$ cat src/rtl/rf_write_arbiter.sv
// Register-file write-port arbiter: two valid/ready writeback requesters,
// round-robin grant, registered RF write stage, conflict detection and counters.
module rf_write_arbiter #(
  parameter int unsigned ADDR_W = 5,
  parameter int unsigned DATA_W = 32,
  parameter int unsigned CNT_W  = 16
) (
  input  logic              clk,
  input  logic              rst,
  input  logic              hold,
  input  logic              req0_valid,
  output logic              req0_ready,
  input  logic [ADDR_W-1:0] req0_addr,
  input  logic [DATA_W-1:0] req0_data,
  input  logic              req1_valid,
  output logic              req1_ready,
  input  logic [ADDR_W-1:0] req1_addr,
  input  logic [DATA_W-1:0] req1_data,
  output logic              rf_we,
  output logic [ADDR_W-1:0] rf_wa,
  output logic [DATA_W-1:0] rf_wd,
  output logic              last_grant,
  output logic              conflict,
  output logic [CNT_W-1:0]  wr_count,
  output logic [CNT_W-1:0]  conflict_count
);

  logic              grant0;
  logic              grant1;
  logic              xfer;
  logic [ADDR_W-1:0] sel_addr;
  logic [DATA_W-1:0] sel_data;
  logic              sel_we;
  logic              conflict_d;

  // Round-robin grant: on a tie, the requester not granted last time wins.
  always_comb begin
    grant0     = 1'b0;
    grant1     = 1'b0;
    sel_addr   = req0_addr;
    sel_data   = req0_data;
    if (!hold) begin
      grant0 = req0_valid && (!req1_valid || last_grant);
      grant1 = req1_valid && (!req0_valid || !last_grant);
    end
    if (grant1) begin
      sel_addr = req1_addr;
      sel_data = req1_data;
    end
    xfer       = grant0 || grant1;
    sel_we     = xfer && (sel_addr != '0);
    conflict_d = !hold && req0_valid && req1_valid &&
                 (req0_addr == req1_addr) && (req0_addr != '0);
  end

  assign req0_ready = grant0;
  assign req1_ready = grant1;

  // Registered write stage, grant history, conflict pulse and counters.
  always_ff @(posedge clk or posedge rst) begin
    if (rst) begin
      rf_we          <= 1'b0;
      rf_wa          <= '0;
      rf_wd          <= '0;
      last_grant     <= 1'b1;
      conflict       <= 1'b0;
      wr_count       <= '0;
      conflict_count <= '0;
    end else begin
      rf_we    <= sel_we;
      conflict <= conflict_d;
      if (xfer) begin
        rf_wa      <= sel_addr;
        rf_wd      <= sel_data;
        last_grant <= grant1;
      end
      if (sel_we) begin
        wr_count <= wr_count + CNT_W'(1);
      end
      if (conflict_d) begin
        conflict_count <= conflict_count + CNT_W'(1);
      end
    end
  end

endmodule

$ cat config.mk
export PLATFORM = sky130hd
export DESIGN_NAME = rf_write_arbiter
export DESIGN_NICKNAME = d
export VERILOG_FILES = /design/src/rtl/rf_write_arbiter.sv
export SDC_FILE = /design/constraint.sdc
export NUM_CORES = 1
export LEC_CHECK = 0
export ABC_CLOCK_PERIOD_IN_PS = 2100
export BUFFER_PORTS_ARGS = -buffer_cell sky130_fd_sc_hd__buf_2
export CELL_PAD_IN_SITES_DETAIL_PLACEMENT = 0
export CELL_PAD_IN_SITES_GLOBAL_PLACEMENT = 1
export CORE_ASPECT_RATIO = 1.25
export CORE_UTILIZATION = 35
export CTS_CLUSTER_DIAMETER = 120
export CTS_CLUSTER_SIZE = 40
export DETAILED_ROUTE_END_ITERATION = 10
export GPL_ROUTABILITY_DRIVEN = 0
export PLACE_DENSITY_LB_ADDON = 0.25
export SETUP_SLACK_MARGIN = 0.05
export SYNTH_ARGS = -nofsm -noshare
export SYNTH_HDL_FRONTEND = slang
export SYNTH_SLANG_ARGS = --single-unit
$ cat constraint.sdc
create_clock -name clk -period 2.1 [get_ports clk]
set_input_delay 0 -clock clk [delete_from_list [all_inputs] [get_ports clk]]
set_output_delay 0 -clock clk [all_outputs]
set_load 0.05 [all_outputs]
======== Yosys cells after proc, flatten, opt, wreduce, memory -nomap -nowiden ========
Index checks and enable logic that the tools add are counted.
operators by class
  shift-type cells ........................ 0
  magnitude comparators ................... 0
  equality and inequality tests ........... 1
  reductions and logical operators ........ 16
  div/mod/pow operators ................... 0
  $mul .................................... 0
  mux-type cells .......................... 4
  add/subtract/negate cells ............... 2
  bitwise gates (word level) .............. 0
operator list
  operator                 count
  $add A16 B1 Y16 const B  2
  $mux W32                 1
  $reduce_bool A5 Y1       2
  $logic_and A1 B1 Y1      7
  $eq A5 B5 Y1             1
  $mux W5                  1
  $logic_not A1 Y1         4
  $logic_or A1 B1 Y1       3
  $mux W1                  2
storage, ports and cells
  register bits after elaboration ......... 72
  output and inout port bits .............. 74
  bits in latches ......................... 0
  bits in read-only memories .............. 0
  memories ................................ 0
  logic and storage cells ................. 30
  memory bits (writable) .................. 0

======== Depth between registers and ports, before layout ========
  word-level depth ........................ 7
  mapped depth ............................ 6
  gate-level depth less buffers ........... 6

======== Worst setup path after synthesis ========
OpenSTA, ideal clock, no wires.
  path kind ............................... register to register
  from .................................... reg last_grant
  to ...................................... reg rf_wd[0]
  setup time .............................. 0.068 ns
  required time ........................... 2.032 ns
  path slack .............................. 0.085 ns
  cell stages (with the launch flop) ...... 7
  clock period less this slack ............ 2.015 ns
  arrival time ............................ 1.948 ns
  path through ............................ dfstp_2 nand2_2 a21o_1 inv_1 clkbuf_1 nand2_1 nand2_1
between the ends
  elaborated cells on any way between the ends .. 9
  those cells by class .................... mux (3); reduce/logical (6)
RTL lines
  item                      RTL line  RTL
  start: declaration        22        output logic last_grant,
  start signal: assignment  75        last_grant <= grant1;
  $logic_or A1 B1 Y1        43        grant0 = req0_valid && (!req1_valid || last_grant);
  $logic_and A1 B1 Y1       43
  $mux W1                   42        if (!hold) begin
  net req0_ready            12        output logic req0_ready,
  $logic_or A1 B1 Y1        50        xfer = grant0 || grant1;
  end signal: assignment    74        rf_wd <= sel_data;
  end: declaration          21        output logic [DATA_W-1:0] rf_wd,
The timed path passes the listed nets, and every way through them passes these cells.
A chain may end at the register's enable or synchronous reset.

======== Worst setup path in the final report ========
  from .................................... reg last_grant
  to ...................................... reg rf_wd[19]
between the ends
  longest elaborated chain between the ends .. 5
  elaborated cells on any way between the ends .. 9
  those cells by class .................... mux (3); reduce/logical (6)
ends and longest elaborated chain
  item                                            RTL line  RTL
  $logic_not A1 Y1                                44        grant1 = req1_valid && (!req0_valid || !last_grant);
  $logic_or A1 B1 Y1                              44
  $logic_and A1 B1 Y1                             44
  $mux W1                                         42
  $mux W32 or $logic_or A1 B1 Y1 (tied branches)  46, 50
Several ways; a longest one is shown, not always the timed one.

==> reports/results.ini <==
[route]
drt-initial-drc-count=125
ant_nets=0
dr.pass1.iters=4
vias=3217
drt_wl_total_mm=9.26
routedWlPerCell_um=13.8
avgViaCountPerCell=4.79
drc=0

[clock_tree]
path_clk_slew_ns=0.05
cts-root-buf=clkbuf_16
cts_buffers=9
tritoncts=built
htree_num_levels=3
clk_latency_ns=0.33
cts_num_sinks=72
cts_max_path_buffers=2

[synthesis]
synthCells=322
synth_top_cells_by_count=nand2_1 (89), dfrtp_1 (71), a22oi_1 (31), xor2_1 (24), nor3_2 (11)
ys_ff_latch=72
synth_seq_area_share=0.536
synth_top_cell_by_area=dfrtp_1
synth.most_common_cell=nand2_1
ys_async_sr_fraction=1.00
synth-edff-count=0
synth_top_area_share=0.528
synth_nets=403
syn_avg_cell_area_um2=10.5
yosysUniqueCellTypes=39
ys_warn_count=0
synth.area.top_cells=dfrtp_1 (53%), nand2_1 (9.9%), a22oi_1 (6.9%)
synth_flop_cell=dfrtp_1
synth.cell_area_um2=3370

[timing]
fin_setup_tns_ns=0
timing.fmax_mhz=523
min_period_over_period=0.911
maxSlewViolCount=0
rsz0062_at_grt=false
setup_viol_count_final=0
slew_headroom=0.698
hold_viol=0
worstMarginPinSlew_ns=0.454
period_minus_slack_ns=1.91
fin_skew_ns=0.00387

[place]
dp_hpwl_mm=6.10
dp_cells=589
portBuffers=152

[job]
maxCapViolCount=0

[floorplan]
fp.dieW_um=89.7
io_pins=153
coreArea_um2=9220
dieArea_um2=10000
rows=39
die_y_um=112
start_util=0.365

[pwr]
p_sw_frac=0.385
comb_power_share=0.349
p_seq_frac=0.372
p_switching_mw=1.85
powerDensity_nw_per_um2=921
peakVddDrop_mv=1.01
power.internal_mw=2.95
clock_power_share=0.279
leakage_nw=2.71

[final_layout]
fin_cells=671
post-route-util=0.566
nets=626
diodes=0
areaGrowthSynthToFinish_pct=55.0
drive_gt1_frac=0.363

[setup_path]
critPathKind=flop to flop
worstPathRequired_ns=2.36
crit_fanout=32
start_kind=flop
endpoint_kind=flop
worstPathArrival_ns=2.17

[global_routing]
first_global_vias=3350
grt_overflow_total=0
grt_usage=0.196
grt_max_degree=73
grt_pass1_wl_mm=15.5
antenna_found_initial=0

[status]
outcome=complete, no violations

[hold_path]
hold_path.class=input port to flop

[layout make-up]
cell class,count,area [um^2]
sequential,72,1800
tap,123,154
multi-input combinational,229,1470
timing repair buffer,225,1510
inverter,8,30.0
clock buffer,13,250
clock inverter,1,5.00
fill,831,4010
[per-stage QoR]
stage / total power, mW / area, um^2 / hold slack (ns) / setup slack [ns]
floorplan: 2.87 / 3370 / 0.113 / 0.0846
global placement: 3.28 / 4280 / 0.120 / 0.430
detailed placement: 3.30 / 4280 / 0.124 / 0.403
CTS: 4.86 / 5190 / 0.00426 / 0.110
global route: 5.05 / 5220 / 0.0264 / 0.0656
finish: 4.80 / 5220 / 0.0104 / 0.188
[critical path: stages (launching register included)]
cell and delay [ns]:
dfstp_2 0.54, nand2_2 0.08, a21o_1 0.20, inv_1 0.08, buf_8 0.22, nand2_1 0.09, nand2_1 0.07, dlygate4sd3_1 0.55
[per-layer routing]
metal	vias to the layer above	global-route usage	routed length (um)
li1	1540	-	-
met1	1544	0.222	3740
met2	103	0.337	4730
met3	30	0.0369	384
met4	0	0.123	411
met5	-	0	0
[power groups by stage]
stage                     Combinational (mW)  Clock (mW)  Sequential [mW]
after detailed placement                1.49           0             1.80
after global placement                  1.48           0             1.80
after global routing                    1.78        1.44             1.82
final                                   1.68        1.34             1.79
after floorplan                        0.368           0             2.50
after CTS                               1.68        1.39             1.79
[flip-flops by register name (all words and copies together) (netlist names)]
| signal | cells |
|---|---|
| wr_count | 16 |
| conflict_count | 16 |
| rf_we | 1 |
| last_grant | 1 |
| conflict | 1 |
| rf_wa | 5 |
| rf_wd | 32 |
[what timing repair did]
action                                  CTS  global route
setup buffers                             0             2
resized for setup                         0             2
hold buffers                             66             0
hold endpoints to repair                104             0
endpoints found under the setup margin    0            31
[cells by family after synthesis]
group / Yosys count / synth area share
flops: 72 / 0.536
xor+xnor: 34 / 0.0885
fa+ha+maj: 2 / 0.00743
mux: 6 / 0.0178
simple gates: 145 / 0.227
buf+inv: 21 / 0.0283
compound gates: 42 / 0.0955
[worst paths after layout]
kind	from	to	slack [ns]	cells after the start
setup / recovery	last_grant	rf_wd[19]	0.19	7
setup reg to reg	last_grant	rf_wd[19]	0.19	7
hold reg to reg	conflict_count[15]	conflict_count[15]	0.47	1
max in group asynchronous	rst	last_grant	1.44	4
min in group asynchronous	rst	rf_wd[16]	0.32	4
hold / removal	req1_addr[4]	rf_wa[4]	0.01	3
[cells in the final DEF, fill, tap and decap left out, types with 2 or more instances in the layout]
master / netlist / final
buf_4: 0 / 4
clkbuf_16: 0 / 9
nor2_1: 5 / 5
nand3_1: 10 / 10
a22oi_1: 31 / 31
nand2_1: 89 / 89
nor4_2: 4 / 4
mux2i_1: 6 / 6
nand4_1: 4 / 4
nor3_1: 5 / 5
buf_2: 0 / 152
clkbuf_1: 10 / 3
dfrtp_1: 71 / 71
o21ai_0: 6 / 6
xor2_1: 24 / 24
inv_1: 8 / 7
ha_1: 2 / 2
nor4_1: 3 / 3
nor3_2: 11 / 11
dlygate4sd3_1: 0 / 66
buf_12: 0 / 2
xnor2_1: 10 / 10
No activity file was read; power rests on OpenSTA's default activity.
